`src/rtl/pipe_arb_pkg.sv`:
```
// Shared types and header formatting for the block-granular pipe-out arbiter.
package pipe_arb_pkg;

  localparam int CH_W   = 4;
  localparam int SEQ_W  = 12;
  localparam int WORD_W = 16;

  typedef enum logic [1:0] {
    ST_IDLE  = 2'd0,
    ST_ARMED = 2'd1,
    ST_XFER  = 2'd2
  } state_e;

  function automatic logic [WORD_W-1:0] pack_header(input logic [CH_W-1:0]  ch,
                                                    input logic [SEQ_W-1:0] seq);
    return {ch, seq};
  endfunction

endpackage

```
`src/rtl/rr_pick.sv`:
```
// Combinational round-robin picker: first request found searching from ptr+1 upward.
module rr_pick
  import pipe_arb_pkg::*;
#(
  parameter int N = 4
) (
  input  logic [N-1:0]    req_i,
  input  logic [CH_W-1:0] ptr_i,
  output logic [N-1:0]    grant_o,
  output logic            valid_o
);

  localparam int IW = $clog2(N);

  // Scan N positions after the pointer; the pointer position itself is checked last.
  always_comb begin
    int idx;
    grant_o = '0;
    valid_o = 1'b0;
    for (int i = 1; i <= N; i++) begin
      idx = int'(ptr_i) + i;
      if (idx >= N) begin
        idx = idx - N;
      end else begin
        idx = idx;
      end
      if (!valid_o && req_i[idx[IW-1:0]]) begin
        grant_o[idx[IW-1:0]] = 1'b1;
        valid_o              = 1'b1;
      end else begin
        valid_o = valid_o;
      end
    end
  end

endmodule

```
`src/rtl/pipe_out_arbiter.sv`:
```
// Shares one block-throttled pipe-out endpoint between N_CH FIFO sources,
// emitting a {channel, sequence} header word ahead of each block's payload.
module pipe_out_arbiter
  import pipe_arb_pkg::*;
#(
  parameter int N_CH        = 4,
  parameter int BLOCK_WORDS = 256,
  parameter int CNT_W       = 12
) (
  input  logic                    clk,
  input  logic                    reset_n,
  input  logic                    ep_read,
  input  logic                    ep_blockstrobe,
  output logic                    ep_ready,
  output logic [15:0]             ep_datain,
  input  logic [N_CH*CNT_W-1:0]   src_count,
  input  logic [N_CH*16-1:0]      src_data,
  output logic [N_CH-1:0]         src_rd,
  input  logic [N_CH-1:0]         enable_mask,
  output logic [3:0]              active_ch,
  output logic [15:0]             blocks_sent,
  output logic                    underrun
);

  localparam int                IDX_W    = $clog2(BLOCK_WORDS);
  localparam logic [CNT_W-1:0]  THRESH   = CNT_W'(BLOCK_WORDS - 1);
  localparam logic [IDX_W-1:0]  LAST_IDX = IDX_W'(BLOCK_WORDS - 1);
  localparam logic [CH_W-1:0]   PTR_RST  = CH_W'(N_CH - 1);

  state_e                 state_q, state_d;
  logic [IDX_W-1:0]       idx_q, idx_d;
  logic [CH_W-1:0]        active_ch_q, active_ch_d;
  logic [CH_W-1:0]        ptr_q, ptr_d;
  logic [15:0]            blocks_q, blocks_d;
  logic                   underrun_q, underrun_d;
  logic [15:0]            datain_q, datain_d;
  logic [SEQ_W-1:0]       seq_q [N_CH];
  logic                   seq_inc_s;

  logic [N_CH-1:0]        req_s, grant_s, ch_onehot_s;
  logic                   pick_valid_s;
  logic [CH_W-1:0]        pick_ch_s;
  logic [15:0]            cur_data_s;
  logic [SEQ_W-1:0]       cur_seq_s;

  // Per-channel qualification, grant encoding and active-channel data/sequence muxes.
  always_comb begin
    req_s       = '0;
    pick_ch_s   = '0;
    ch_onehot_s = '0;
    cur_data_s  = 16'h0000;
    cur_seq_s   = '0;
    for (int c = 0; c < N_CH; c++) begin
      req_s[c] = enable_mask[c] && (src_count[c*CNT_W +: CNT_W] >= THRESH);
      if (grant_s[c]) begin
        pick_ch_s = CH_W'(c);
      end else begin
        pick_ch_s = pick_ch_s;
      end
      if (active_ch_q == CH_W'(c)) begin
        ch_onehot_s[c] = 1'b1;
        cur_data_s     = src_data[c*16 +: 16];
        cur_seq_s      = seq_q[c];
      end else begin
        ch_onehot_s[c] = 1'b0;
      end
    end
  end

  rr_pick #(.N(N_CH)) u_pick (
    .req_i   (req_s),
    .ptr_i   (ptr_q),
    .grant_o (grant_s),
    .valid_o (pick_valid_s)
  );

  // Next-state logic; FIFO pop is combinational from ep_read so the head word lands in the register.
  always_comb begin
    state_d     = state_q;
    idx_d       = idx_q;
    active_ch_d = active_ch_q;
    ptr_d       = ptr_q;
    blocks_d    = blocks_q;
    underrun_d  = underrun_q;
    datain_d    = datain_q;
    seq_inc_s   = 1'b0;
    src_rd      = '0;
    case (state_q)
      ST_IDLE: begin
        if (ep_read) begin
          underrun_d = 1'b1;
          datain_d   = 16'h0000;
        end else begin
          datain_d = datain_q;
        end
        if (pick_valid_s) begin
          active_ch_d = pick_ch_s;
          state_d     = ST_ARMED;
        end else begin
          state_d = ST_IDLE;
        end
      end
      ST_ARMED: begin
        if (ep_blockstrobe) begin
          state_d = ST_XFER;
          if (ep_read) begin
            datain_d = pack_header(active_ch_q, cur_seq_s);
            idx_d    = IDX_W'(1);
          end else begin
            idx_d = '0;
          end
        end else if (ep_read) begin
          underrun_d = 1'b1;
          datain_d   = 16'h0000;
        end else begin
          state_d = ST_ARMED;
        end
      end
      ST_XFER: begin
        if (ep_read) begin
          if (idx_q == '0) begin
            datain_d = pack_header(active_ch_q, cur_seq_s);
          end else begin
            src_rd   = ch_onehot_s;
            datain_d = cur_data_s;
          end
          if (idx_q == LAST_IDX) begin
            seq_inc_s = 1'b1;
            blocks_d  = blocks_q + 16'd1;
            ptr_d     = active_ch_q;
            idx_d     = '0;
            state_d   = ST_IDLE;
          end else begin
            idx_d = idx_q + IDX_W'(1);
          end
        end else begin
          idx_d = idx_q;
        end
      end
      default: begin
        state_d = ST_IDLE;
      end
    endcase
  end

  // Control and output registers.
  always_ff @(posedge clk or negedge reset_n) begin
    if (!reset_n) begin
      state_q     <= ST_IDLE;
      idx_q       <= '0;
      active_ch_q <= '0;
      ptr_q       <= PTR_RST;
      blocks_q    <= 16'h0000;
      underrun_q  <= 1'b0;
      datain_q    <= 16'h0000;
    end else begin
      state_q     <= state_d;
      idx_q       <= idx_d;
      active_ch_q <= active_ch_d;
      ptr_q       <= ptr_d;
      blocks_q    <= blocks_d;
      underrun_q  <= underrun_d;
      datain_q    <= datain_d;
    end
  end

  // Per-channel header sequence numbers, bumped as each block completes.
  always_ff @(posedge clk or negedge reset_n) begin
    if (!reset_n) begin
      for (int c = 0; c < N_CH; c++) seq_q[c] <= '0;
    end else begin
      for (int c = 0; c < N_CH; c++) begin
        if (seq_inc_s && ch_onehot_s[c]) begin
          seq_q[c] <= seq_q[c] + SEQ_W'(1);
        end else begin
          seq_q[c] <= seq_q[c];
        end
      end
    end
  end

  assign ep_ready    = (state_q == ST_ARMED);
  assign ep_datain   = datain_q;
  assign active_ch   = active_ch_q;
  assign blocks_sent = blocks_q;
  assign underrun    = underrun_q;

endmodule

```
`config.mk`:
```
export PLATFORM = sky130hd
export DESIGN_NAME = pipe_out_arbiter
export DESIGN_NICKNAME = d
export VERILOG_FILES = /design/src/rtl/pipe_arb_pkg.sv /design/src/rtl/rr_pick.sv /design/src/rtl/pipe_out_arbiter.sv
export SDC_FILE = /design/constraint.sdc
export NUM_CORES = 1
export LEC_CHECK = 0
export CAP_MARGIN = 20
export CORE_ASPECT_RATIO = 1.75
export CORE_MARGIN = 3
export CORE_UTILIZATION = 44
export CTS_CLUSTER_DIAMETER = 120
export CTS_CLUSTER_SIZE = 30
export DETAILED_ROUTE_END_ITERATION = 10
export MAX_ROUTING_LAYER = met4
export PLACE_DENSITY_LB_ADDON = 0.15
export SYNTH_ARGS = -nofsm -noshare
export SYNTH_HDL_FRONTEND = slang
export SYNTH_SLANG_ARGS = --single-unit
export TNS_END_PERCENT = 30
```
`constraint.sdc`:
```
create_clock -name clk -period 2.6 [get_ports clk]
set_input_delay 0.26 -clock clk [delete_from_list [all_inputs] [get_ports clk]]
set_output_delay 0.26 -clock clk [all_outputs]
set_load 0.05 [all_outputs]
```
# ---- Word-level counts from Yosys, hierarchy flattened
# Index checks and enable logic that the tools add are counted.
dict set report word_totals {
  wordCells 155
  input_bits 120
  regBits 99
  output_inout_bits 42
}
dict set report classes {
  n_eq_ne 12
  bitwise_logic 3
  n_addsub 14
  n_mux 69
  n_reduce_logical 30
  n_lt_le_gt_ge 16
}
# cell count
set op_table {}
lappend op_table {{$mux W16} 9}
lappend op_table {{$add A12 B1 Y12 const B} 4}
lappend op_table {{$ge A12 B8 Y1 const B} 4}
lappend op_table {{$mux W12} 4}
lappend op_table {{$pmux W16 S3} 1}
lappend op_table {{$mux W4} 9}
lappend op_table {{$mux W1} 24}
lappend op_table {{$mux W8} 3}
lappend op_table {{$ge A5 B3 Y1 const B} 4}
lappend op_table {{$add A16 B1 Y16 const B} 1}
lappend op_table {{$mux W2} 8}
lappend op_table {{$pmux W8 S2} 1}
lappend op_table {{$logic_and A1 B1 Y1} 15}
lappend op_table {{$lt A2 B3 Y1 const B} 4}
lappend op_table {{$or A4 B4 Y4} 3}
lappend op_table {{$reduce_and A3 Y1} 4}
lappend op_table {{$add A4 B2 Y5 const B} 2}
lappend op_table {{$add A8 B1 Y8 const B} 1}
lappend op_table {{$bmux W1 S2} 4}
lappend op_table {{$demux W1 S2} 4}
lappend op_table {{$eq A4 B2 Y1 const B} 2}
lappend op_table {{$eq A8 B8 Y1 const B} 1}
lappend op_table {{$ge A2 B1 Y1 const B} 4}
lappend op_table {{$logic_not A8 Y1} 1}
lappend op_table {{16 further kinds} 27}

# ---- Logic depth before layout (Yosys ltp)
# Gate-level depths: netlist (run 1).
dict set report depth {
  ltp_word 18
  ltp_mapped 9
  mapped_depth_nobuf 8
}

# ---- Cells and area by module
# A second synthesis (run 1) with hierarchy kept.
dict set report unflattened {
  hier_cells 530
  area_unflattened_um2 5919.4
}
# mod area_per_inst_um2 seq_area_each_um2 instances cells_per_inst
set modules_own_cells {}
lappend modules_own_cells {pipe_out_arbiter 5504.0 2379.8 1 482}
lappend modules_own_cells {rr_pick 415.4 0.0 1 48}

# ---- Worst setup path before layout (run 1)
# No wires, ideal clock.
dict set report synth_path {
  kind {reg2out}
  startpoint {reg state_q[0]}
  endpoint {out src_rd[2]}
  arrival_time_ps 2828
  stages_incl_launch_ff 9
  path_buffers 2
  required_ps 2340
  slack_ps -488
  path_cell_list {dfrtp_1 -> inv_1 -> ha_1 -> buf_2 -> inv_1 -> nor2_1 -> clkbuf_1 -> nand2_1 -> nor3b_1}
}
dict set report synth_between {
  elab_chain_cells 2
}
# item line_no
set synth_lines {}
lappend synth_lines {{start: declaration} pipe_out_arbiter.sv:30} ;# state_e state_q, state_d;
lappend synth_lines {{start signal: assignment} pipe_out_arbiter.sv:157} ;# state_q <= state_d;
lappend synth_lines {{$eq A2 B2 Y1} pipe_out_arbiter.sv:88} ;# case (state_q)
lappend synth_lines {{$mux W4} pipe_out_arbiter.sv:88}
lappend synth_lines {{end: declaration} pipe_out_arbiter.sv:18} ;# output logic [N_CH-1:0] src_rd,
# Every way passes these cells.

# ---- Final worst setup path (run 1)
dict set report layout_path {
  startpoint {reg ptr_q[1]}
  endpoint {reg active_ch_q[0] (netlist: active_ch[0])}
}
dict set report layout_between {
  elab_chain_cells 18
  word_cells_on_any_way 65
  classes_between {add/sub: 8; order compare: 12; mux: 31; bitwise: 3; reduce/logical: 11}
}
# item line_no
set layout_lines {}
lappend layout_lines {{start: declaration} pipe_out_arbiter.sv:33} ;# logic [CH_W-1:0] ptr_q, ptr_d;
lappend layout_lines {{start signal: assignment} pipe_out_arbiter.sv:160} ;# ptr_q <= ptr_d;
lappend layout_lines {{branches (longest 18 deep; another with $add A4 B1 Y5)} --}
lappend layout_lines {{end signal: assignment} pipe_out_arbiter.sv:159} ;# active_ch_q <= active_ch_d;
lappend layout_lines {{end: declaration} pipe_out_arbiter.sv:32} ;# logic [CH_W-1:0] active_ch_q, active_ch_d;
# Several ways; the timed one is not identified. The select of a mux whose other input is x is not followed.
# A chain may end at the register's enable or synchronous reset.

==> key figures, run 1 <==
Run status
  • Status: finished, final reports clean

Timing
  • Slew margin rel.: 31.56%
  • Min Tclk post-route: between 2 and 3 ns
  • Post-route setup slack: a little over 0.09 ns
  • Fmax: 398.7 MHz
  • Endpoints failing setup: 0
  • Period utilisation layout: between 90 and 100%
  • Slew Limit Fails: 0
  • Unrepaired setup endpoints after global routing: false
  • Worst-Margin Slew: 1.022 ns
  • Final hold vios: 0
  • Clock skew: around 0.0093 ns

Final layout
  • P&R area growth vs syn: 39.37%
  • Layout cells sized above 1: a little over an eighth
  • ANT cells: 0
  • Fin nets: approximately 830
  • Multi-input gate area: 3122 µm²
  • Sequential cell area: roughly 2400 µm²
  • Fill cells: about 1.0k

Global routing
  • Vias in the first global route: between 5k and 6k
  • Initial antenna violation count: 0
  • Gr ovfl total: 0
  • Global-route wire length before repair: approximately 25 mm
  • Gr usage total: around 23%
  • Largest net degree at the start of global routing: ~80

Synthesis
  • Synthesis-stage register bit count: 95
  • Asr flop ratio synth: 100.0%
  • Library cells used by synthesis: 59
  • Top cell type's share of synthesized area: about two fifths
  • Yosys top cell by area: dfrtp_1
  • Dominant synthesized flop cell: dfrtp_1
  • Sequential area share after synthesis: a little over two fifths
  • Syn Std Cell Area: between 5000 and 6000 µm²
  • Number of synthesized flops with an enable pin: 0
  • Synthesis Warnings: 0
  • Synth Area per Inst: about 11 µm²
  • Gate Count Post-Synth: between 500 and 600
  • Main area contributors after synthesis: dfrtp_1 41%, mux4_2 11%, xnor2_1 7.9%, ha_1 4.0%, nand2_1 3.4%

Worst setup path
  • Crit Path Max Fanout: 5
  • Worst EP required: between 2 and 3 ns
  • Critical Path AT: about 2.7 ns
  • Crit path cell chain: inv_1, ha_2, and2_1, a221o_2, and3_1, mux2_4, a211oi_2, o32ai_1
  • Slowest CP cell: dfstp_2
  • Crit path kind: reg -> reg
  • Critical path launch point type: register
  • CP max stage delay: 0.53 ns
  • Crit. End Element: register

Placed design
  • Pre-CTS setup slack: around 0.0074 ns
  • Placer Congestion: a little over 0.9
  • Placed wire-length estimate: between 10 and 15 mm
  • PortBufs: roughly 160

Pwr
  • Max VDD drop: roughly 470 µV
  • Pwr Total: roughly 5300 µW
  • Power Density: 672.9 nW/µm²
  • Leakage dissipation: approximately 0.0034 µW

Die
  • Initial Util: a little under half
  • Die area: between 10,000 and 15,000 µm²
  • Row cnt: 54
  • Core Area: around 13,000 µm²
  • # IOs: 162
  • Die height: approximately 160 µm
  • Die X: about 92 µm

Clock tree
  • Clk buf depth: 2
  • CTS H-Tree Depth: 3
  • TritonCTS clock tree: built
  • Clk_lat worst skew: between 0.3 and 0.4 ns
  • Num CTS Buffers: 9
  • Clk pin slew, worst setup/hold paths: approximately 0.07 ns
  • CTS root buffer: clkbuf_16
  • Clock Sinks: between 90 and 100
  • Postcts setup bufs: 0

Detailed routing
  • WL/cell: around 18 µm
  • First drt pass iteration count: 4
  • Vias/cell: 5.494
  • WL final: ~15 mm
  • DR iter-0 viols: between 150 and 200
  • Total number of vias: around 4.7k
  • Drc violations: 0
  • Antenna viol nets, final: 0

Job
  • Max_cap viols: 0

Worst hold path
  • Worst Hold Class: in -> async
[critical path, delay by kind of cell, from the launching register on]
family	cells	cell delay, ns
AO/OA/AOI/OAI	3	0.80
buffers and inverters	1	0.09
adder cells (fa/ha/maj)	1	0.32
AND/OR/NAND/NOR	2	0.37
flip-flops	1	0.53
multiplexers	1	0.26
[area by class of cell]
cell class | count | share of cell area [%]
Multi-Input combinational cell | 379 | 39.37
Tap cell | 168 | 2.651
Sequential cell | 95 | 30.05
Clock inverter | 6 | 1.168
Inverter | 31 | 1.468
Timing Repair Buffer | 175 | 22.41
Clock buffer | 10 | 2.888
[cell families after synthesis]
logic type / Yosys count / share of synthesized area [%]
AO/OA/AOI/OAI: 73 / 9.215
XOR/XNOR: 65 / 10.01
adder cells (fa/ha/maj): 18 / 3.959
buffers and inverters: 51 / 3.673
flip-flops: 95 / 41.83
multiplexers: 41 / 13.68
other: 1 / 0.06591
AND/OR/NAND/NOR: 180 / 17.57
[stage by stage]
step | hold WS [ns] | util, % | cells | TNS [ns] | cell area (µm²)
6_report | 0.3393 | 63.09 | 864 | 0 | 7929
5_1_grt | 0.3588 | 63.09 | 864 | 0 | 7929
4_1_cts | 0.3418 | 63.01 | 863 | 0 | 7919
3_5_place_dp | 0.1646 | 60.37 | 846 | 0 | 7587
3_3_place_gp | 0.1640 | 60.37 | 846 | 0 | 7587
2_1_floorplan | -0.03559 | - | 525 | -0.02475 | 5703
[state kept, by name (all words and copies together) (netlist names)]
register and cells:
blocks_sent 16, ep_datain 16, underrun 1, seq_q 48
active_ch 2, ptr_q 2, idx_q 8, state_q 2
[synthesized netlist by cell type (all sizes together) (2+ instances only)]
master and count:
a21o 2, nand3 26, mux2 8, nor2b 2, and3 13, ha 18
a31oi 5, a32o 3, nor2 25, and2 7, xor2 14, dfrtp 93
nand4 27, nor3b 5, nand2 51, a21oi 2, dfstp 2, mux2i 5
clkbuf 10, buf 10, nor4 7, inv 31, a22oi 2, xnor2 51
a221o 3, nand2b 3, and4 5, mux4 28, o21ai 28, a22o 15
nor3 8
[power breakdown]
part           switching [µW]  internal, µW  leakage, µW
combinational            1230           971      0.00193
sequential                121          1580      0.00128
clock                     584           849     0.000149
[worst paths after layout]
path / from / end / slack (ns) / cells past startpoint
worst min-delay path: reset_n / idx_q[0] / 0.34 / 2
min in group clk: seq_q[47] / seq_q[47] / 0.47 / 1
worst min register to register: seq_q[47] / seq_q[47] / 0.47 / 1
worst max-delay path: ptr_q[1] / active_ch[0] / 0.09 / 8
max in group asynchronous: reset_n / seq_q[33] / 1.56 / 3
worst max register to register: ptr_q[1] / active_ch[0] / 0.09 / 8
[cell usage in the layout, fill, tap and decap left out, types with 3 or more instances in the layout]
cell | Yosys | routed
nand2b_1 | 3 | 3
xor2_1 | 14 | 14
o21ai_0 | 24 | 24
mux2i_1 | 5 | 5
and2_1 | 7 | 7
ha_1 | 18 | 17
a32o_1 | 3 | 3
nor3_1 | 5 | 4
nor3_2 | 2 | 3
mux4_2 | 27 | 27
xnor2_1 | 51 | 51
and4_1 | 4 | 4
nor4_1 | 4 | 4
mux2_2 | 7 | 7
nor2_1 | 25 | 25
buf_12 | 0 | 6
and3_1 | 13 | 13
inv_1 | 31 | 31
dfrtp_1 | 93 | 91
a31oi_1 | 5 | 5
buf_4 | 2 | 14
a22o_1 | 15 | 15
nand3_1 | 26 | 26
clkdlybuf4s50_1 | 0 | 154
clkbuf_16 | 0 | 9
nand4_1 | 26 | 26
nand2_1 | 51 | 51
[layer usage]
layer  part of all wire, %  routed length (µm)  up-vias  global-route usage [%]
met1                    37                5785     2303                   25.30
met4                   2.6                 403        0                   8.788
li1                      -                   -     2237                       -
met3                   4.9                 757       35                   3.848
met2                    55                8510      172                   40.27
met5                     0                   0        -                       -
[timing repair]
action,CTS,global route
endpoints found under the setup margin,0,3
endpoints found under the hold margin,16,0
resized for setup,0,1
hold buffers,1,0
No activity file was read; power rests on OpenSTA's default activity.
==> inputs of run 2 (changes only) <==
==> constraint.sdc (replaced) <==
create_clock -name clk -period 2.2 [get_ports clk]
set_input_delay 0.22 -clock clk [delete_from_list [all_inputs] [get_ports clk]]
set_output_delay 0.22 -clock clk [all_outputs]
set_load 0.05 [all_outputs]
==> key figures, run 2 (synthesis gave the netlist of run 1 again) <==
Run status
  • Status: finished, violations left (was finished, final reports clean)
  • Violated checks: setup timing

Timing
  • Endpoints failing setup: 2 (was 0)
  • Slew Limit Fails: 0 (unchanged)
  • Final hold vios: 0 (unchanged)
  • Worst-Margin Slew: 0.6531 ns (was 1.022 ns)
  • Post-route setup slack: -0.08369 ns (was 0.09176 ns)
  • Setup TNS: -0.1406 ns (was 0 ns)
  • Clock skew: 0.008285 ns (was 0.009293 ns)
  • Slew margin rel.: 56.42% (was 31.56%)
  • Period utilisation layout: 103.8% (was 96.47%)
  • Min Tclk post-route: 2.284 ns (was 2.508 ns)
  • Worst hold slack: 0.2492 ns (was 0.3393 ns)
  • Fmax: 437.9 MHz (was 398.7 MHz)
  • Unrepaired setup endpoints after global routing: true (was false)

Detailed routing
  • Total number of vias: 4,910 (was 4,747)
  • DR iter-0 viols: 206 (was 199)
  • Vias/cell: 5.529 (was 5.494)
  • Antenna viol nets, final: 0 (unchanged)
  • First drt pass iteration count: 5 (was 4)
  • Drc violations: 0 (unchanged)
  • WL final: 15.31 mm (was 15.46 mm)
  • WL/cell: 17.25 µm (was 17.89 µm)

Worst setup path
  • RR Endpoint: active_ch[1] (was active_ch[0])
  • Crit path kind: reg -> reg (unchanged)
  • Reg2reg setup slack: -0.08 ns (was 0.09 ns)
  • Critical Path AT: 2.51 ns (was 2.72 ns)
  • Worst reg2reg path startpoint: ptr_q[1] (unchanged)
  • Reg2Reg Depth: 8 (unchanged)
  • Crit path from: ptr_q[1] (unchanged)
  • Worst EP required: 2.42 ns (was 2.81 ns)
  • Crit. End Element: register (unchanged)
  • Critical path launch point type: register (unchanged)
  • Crit Path Max Fanout: 5 (unchanged)

Pwr
  • Int Pwr: 4073 µW (was 3403 µW)
  • Clk pwr share: 25.3% (was 26.9%)
  • Sw frac: 36.88% (was 36.21%)
  • Comb pwr share: 43.8% (was 41.2%)
  • Total net switching power: 2380 µW (was 1932 µW)
  • Pwr Total: 6453 µW (was 5335 µW)
  • Power Density: 785.6 nW/µm² (was 672.9 nW/µm²)
  • Reg power frac: 30.9% (was 32.0%)
  • Max VDD drop: 491.6 µV (was 474.6 µV)
  • Leakage dissipation: 0.003513 µW (was 0.003363 µW)

Global routing
  • Largest net degree at the start of global routing: 53 (was 78)
  • Initial antenna violation count: 0 (unchanged)
  • Vias in the first global route: 5,265 (was 5,038)
  • Gr ovfl total: 0 (unchanged)
  • Gr usage total: 22.27% (was 22.68%)
  • Global-route wire length before repair: 25.10 mm (was 25.36 mm)

Job
  • Max_cap viols: 0 (unchanged)

Die
  • Die height: 156.4 µm (unchanged)
  • Row cnt: 54 (unchanged)
  • Core Area: 12,570 µm² (unchanged)
  • Initial Util: 45.27% (unchanged)
  • Die area: 14,380 µm² (unchanged)
  • # IOs: 162 (unchanged)
  • Die X: 91.96 µm (unchanged)

Final layout
  • P&R area growth vs syn: 44.38% (was 39.37%)
  • Top reg by flops: seq_q (unchanged)
  • Most frequent cells in the layout: 151 x clkdlybuf4s50_1, 91 x dfrtp_1, 51 x xnor2_1 (was 154 x clkdlybuf4s50_1, 91 x dfrtp_1, 51 x nand2_1, 51 x xnor2_1, 31 x inv_1)
  • Final instance area: 8214 µm² (was 7929 µm²)
  • Layout cells sized above 1: 18.47% (was 13.22%)
  • Fin nets: 853 (was 829)
  • ANT cells: 0 (unchanged)
  • Most common cell after layout, fill and taps aside: clkdlybuf4s50_1 (unchanged)
  • Largest register FFs: 48 (unchanged)

Placed design
  • Placement Cell Area: 7815 µm² (was 7587 µm²)
  • Placer Congestion: 0.9119 (was 0.9115)
  • Placed wire-length estimate: 12.15 mm (was 11.97 mm)
  • PortBufs: 159 (unchanged)

Clock tree
  • Clk_lat worst skew: 0.35 ns (was 0.34 ns)
  • CTS H-Tree Depth: 3 (unchanged)
  • Clk pin slew, worst setup/hold paths: 0.07 ns (about the same)
  • CTS root buffer: clkbuf_16 (unchanged)
  • TritonCTS clock tree: built (unchanged)
  • Num CTS Buffers: 9 (unchanged)
  • Clock Sinks: 95 (unchanged)
  • Clk buf depth: 2 (unchanged)

Worst hold path
  • Worst Hold Class: in -> async (unchanged)
==> run 2: metrics by stage <==
stage / instances / worst slack [ns] / utilization (%)
final: 888 / -0.08369 / 65.36
after CTS: 886 / -0.04529 / 64.85
after detailed placement: 869 / -0.2912 / 62.19
after global placement: 869 / -0.2045 / 62.19
after global routing: 888 / -0.1653 / 65.36
after floorplan: 525 / -0.002773 / -
==> run 2: final cells by class <==
| cell class | count | area (µm²) |
|---|---|---|
| clock buffers | 9 | 225.2 |
| clock inverters | 7 | 83.83 |
| fillers | 998 | 4353 |
| inverters | 31 | 118.9 |
| multi-input cells | 379 | 3216 |
| flip-flops and latches | 95 | 2382 |
| well taps | 168 | 210.2 |
| repair buffers | 199 | 1978 |
==> run 2: worst max-delay path by stage <==
stage / end / slack [ns]
after floorplan: src_rd[2] / -0.003
after global placement: active_ch[1] / -0.20
after detailed placement: active_ch[1] / -0.29
after CTS: src_rd[2] / -0.05
after global routing: active_ch[1] / -0.17
final: active_ch[1] / -0.08
==> run 2: power by group through the flow <==
stage / clock, µW / combinational, µW / sequential [µW]
2_1_floorplan: 0 / 1520 / 2270
4_1_cts: 1680 / 2790 / 1990
3_3_place_gp: 0 / 2700 / 2020
6_report: 1630 / 2830 / 1990
3_5_place_dp: 0 / 2750 / 2020
5_1_grt: 1750 / 3050 / 2010
==> run 2: what timing repair did <==
item	CTS	global route
setup endpoints to repair	18	13
gates resized for setup	3	11
endpoints found under the hold margin	58	0
hold buffers	1	0
setup buffers	0	1
==> run 2: layer usage <==
layer	track usage [%]	routed length [µm]	share of wire [%]
met1	23.56	5637	37
met2	40.03	8416	55
met3	4.570	767	5.0
met4	9.355	493	3.2
met5	-	0	0
==> run 2: worst max-delay path: stages (launching register included) <==
cell,delay (ns)
dfstp_2,0.54
inv_2,0.05
ha_4,0.25
and2_4,0.14
a221o_1,0.35
and3_4,0.18
mux2_4,0.27
a211oi_4,0.25
a31oi_1,0.13
==> inputs of run 3 (changes only) <==
--- a/config.mk
+++ b/config.mk
@@ -8,8 +8,9 @@
 export CAP_MARGIN = 20
 export CORE_ASPECT_RATIO = 1.75
 export CORE_MARGIN = 3
-export CORE_UTILIZATION = 44
-export CTS_CLUSTER_DIAMETER = 120
+export CORE_UTILIZATION = 45
+export CTS_BUF_LIST = sky130_fd_sc_hd__clkbuf_4
+export CTS_CLUSTER_DIAMETER = 40
 export CTS_CLUSTER_SIZE = 30
 export DETAILED_ROUTE_END_ITERATION = 10
 export MAX_ROUTING_LAYER = met4
==> key figures, run 3 (synthesis gave the netlist of run 1 again) <==
Detailed routing
  • Drc violations: 0 (unchanged)
  • WL final: 15.63 mm (was 15.31 mm)
  • WL/cell: 17.44 µm (was 17.25 µm)
  • Total number of vias: 4,921 (was 4,910)
  • Vias/cell: 5.492 (was 5.529)
  • Antenna viol nets, final: 0 (unchanged)
  • First drt pass iteration count: 4 (was 5)
  • DR iter-0 viols: 235 (was 206)

Final layout
  • Fill cells: 1,023 (was 998)
  • ANT cells: 0 (unchanged)
  • Most common cell after layout, fill and taps aside: clkdlybuf4s50_1 (unchanged)
  • Largest register FFs: 48 (unchanged)
  • Fin nets: 864 (was 853)
  • Most frequent cells in the layout: 151 x clkdlybuf4s50_1, 90 x dfrtp_1, 51 x xnor2_1 (was 151 x clkdlybuf4s50_1, 91 x dfrtp_1, 51 x xnor2_1)
  • Sequential cell area: 2384 µm² (was 2382 µm²)
  • Multi-input gate area: 3304 µm² (was 3216 µm²)
  • P&R area growth vs syn: 43.77% (was 44.38%)
  • Layout cells sized above 1: 22.16% (was 18.47%)
  • Final Util: 67.03% (was 65.36%)
  • Top reg by flops: seq_q (unchanged)

Pwr
  • Max VDD drop: 519.7 µV (was 491.6 µV)
  • Clk pwr share: 14.3% (was 25.3%)
  • Power Density: 708.5 nW/µm² (was 785.6 nW/µm²)
  • Total net switching power: 2323 µW (was 2380 µW)
  • Sw frac: 40.09% (was 36.88%)
  • Comb pwr share: 51.7% (was 43.8%)
  • Leakage dissipation: 0.003501 µW (was 0.003513 µW)
  • Int Pwr: 3472 µW (was 4073 µW)
  • Reg power frac: 34.0% (was 30.9%)

Clock tree
  • Clock Sinks: 95 (unchanged)
  • CTS H-Tree Depth: 3 (unchanged)
  • TritonCTS clock tree: built (unchanged)
  • Clk pin slew, worst setup/hold paths: 0.15 ns (was 0.07 ns)
  • Num CTS Buffers: 9 (unchanged)
  • Clk buf depth: 2 (unchanged)
  • CTS root buffer: clkbuf_4 (was clkbuf_16)
  • Clk_lat worst skew: 0.46 ns (was 0.35 ns)

Worst hold path
  • Worst Hold Class: in -> async (unchanged)

Worst setup path
  • Worst reg2reg path startpoint: ptr_q[1] (unchanged)
  • CP endpoint: active_ch[0] (was active_ch[1])
  • Critical path launch point type: register (unchanged)
  • Crit path kind: reg -> reg (unchanged)
  • Critical Path AT: 2.60 ns (was 2.51 ns)
  • Crit path from: ptr_q[1] (unchanged)
  • RR Endpoint: active_ch[0] (was active_ch[1])
  • Crit Path Max Fanout: 5 (unchanged)
  • Reg2Reg Depth: 8 (unchanged)
  • Reg2reg setup slack: -0.06 ns (was -0.08 ns)
  • Crit. End Element: register (unchanged)
  • Worst EP required: 2.54 ns (was 2.42 ns)

Die
  • Die area: 14,080 µm² (was 14,380 µm²)
  • Die height: 154.7 µm (was 156.4 µm)
  • Row cnt: 53 (was 54)
  • Initial Util: 46.63% (was 45.27%)
  • Die X: 91.00 µm (was 91.96 µm)
  • # IOs: 162 (unchanged)
  • Core Area: 12,200 µm² (was 12,570 µm²)

Timing
  • Endpoints failing setup: 2 (unchanged)
  • Post-route setup slack: -0.06142 ns (was -0.08369 ns)
  • Clock skew: 0.01479 ns (was 0.008285 ns)
  • Final hold vios: 0 (unchanged)
  • Min Tclk post-route: 2.261 ns (was 2.284 ns)
  • Worst hold slack: 0.1834 ns (was 0.2492 ns)
  • Period utilisation layout: 102.8% (was 103.8%)
  • Slew Limit Fails: 0 (unchanged)
  • Slew margin rel.: 55.75% (was 56.42%)
  • Worst-Margin Slew: 0.6633 ns (was 0.6531 ns)
  • Unrepaired setup endpoints after global routing: true (unchanged)
  • Fmax: 442.2 MHz (was 437.9 MHz)

Placed design
  • Placed wire-length estimate: 12.29 mm (was 12.15 mm)
  • Placer Congestion: 0.8787 (was 0.9119)
  • PortBufs: 159 (unchanged)

Job
  • Max_cap viols: 0 (unchanged)

Global routing
  • Vias in the first global route: 5,412 (was 5,265)
  • Gr usage total: 23.36% (was 22.27%)
  • Largest net degree at the start of global routing: 41 (was 53)
  • Gr ovfl total: 0 (unchanged)
  • Global-route wire length before repair: 26.08 mm (was 25.10 mm)
  • Initial antenna violation count: 0 (unchanged)

Run status
  • Violated checks: setup timing (unchanged)
  • Status: finished, violations left (unchanged)
## run 3: worst max-delay path, cell delays in order, from the launching register on
cell      delay [ns]
dfstp_2         0.57
inv_2           0.05
ha_4            0.25
and2_4          0.14
a221o_2         0.37
and3_4          0.16
mux2_4          0.27
a211oi_4        0.23
o32ai_2         0.11
## run 3: area by class of cell
type / instances / area share (%)
Clock buffer: 9 / 0.8261
Clock inverter: 7 / 0.4742
Inverter: 31 / 1.453
Multi-Input combinational cell: 379 / 40.40
Sequential cell: 95 / 29.14
Tap cell: 165 / 2.524
Timing Repair Buffer: 210 / 25.18
## run 3: repair_timing
item / in CTS / in global routing
resized for setup: 8 / 33
endpoints found under the hold margin: 60 / 0
setup buffers: 4 / 8
pin swaps: 3 / 9
hold buffers: 1 / 0
setup endpoints to repair: 21 / 50
## run 3: worst min-delay path by stage
stage / startpoint / end / slack, ns / cells past startpoint
after detailed placement: reset_n / ep_datain[12] / 0.15 / 1
after floorplan: reset_n / active_ch[0] / -0.08 / 0
after CTS: reset_n / ep_datain[12] / 0.18 / 2
after global placement: reset_n / ep_datain[2] / 0.15 / 1
final: reset_n / idx_q[0] / 0.18 / 2
after global routing: reset_n / idx_q[0] / 0.19 / 2
## run 3: metal layers
| layer | global-route usage [%] | wire length, µm | vias up |
|---|---|---|---|
| met3 | 4.088 | 774 | 36 |
| met1 | 24.55 | 5760 | 2395 |
| met5 | - | 0 | - |
| met4 | 8.273 | 402 | 0 |
| li1 | - | - | 2316 |
| met2 | 43.32 | 8690 | 174 |
## run 3: stage by stage
step	instance area (µm²)	total power [µW]	std cells	setup TNS (ns)	worst slack, ns
2_1_floorplan	5748	3792	525	-0.002773	-0.002773
3_3_place_gp	7806	4720	867	-0.6807	-0.1957
3_5_place_dp	7806	4779	867	-1.111	-0.2972
4_1_cts	7981	5704	888	-0.1584	-0.04135
5_1_grt	8179	6128	896	-0.4788	-0.1508
6_report	8179	5795	896	-0.1222	-0.06142
## run 3: power groups by stage
stage | registers (µW) | clock network (µW) | logic [µW]
2_1_floorplan | 2270 | 0 | 1520
3_3_place_gp | 1990 | 0 | 2730
3_5_place_dp | 2000 | 0 | 2780
4_1_cts | 1950 | 847 | 2900
5_1_grt | 1990 | 922 | 3220
6_report | 1970 | 830 | 3000
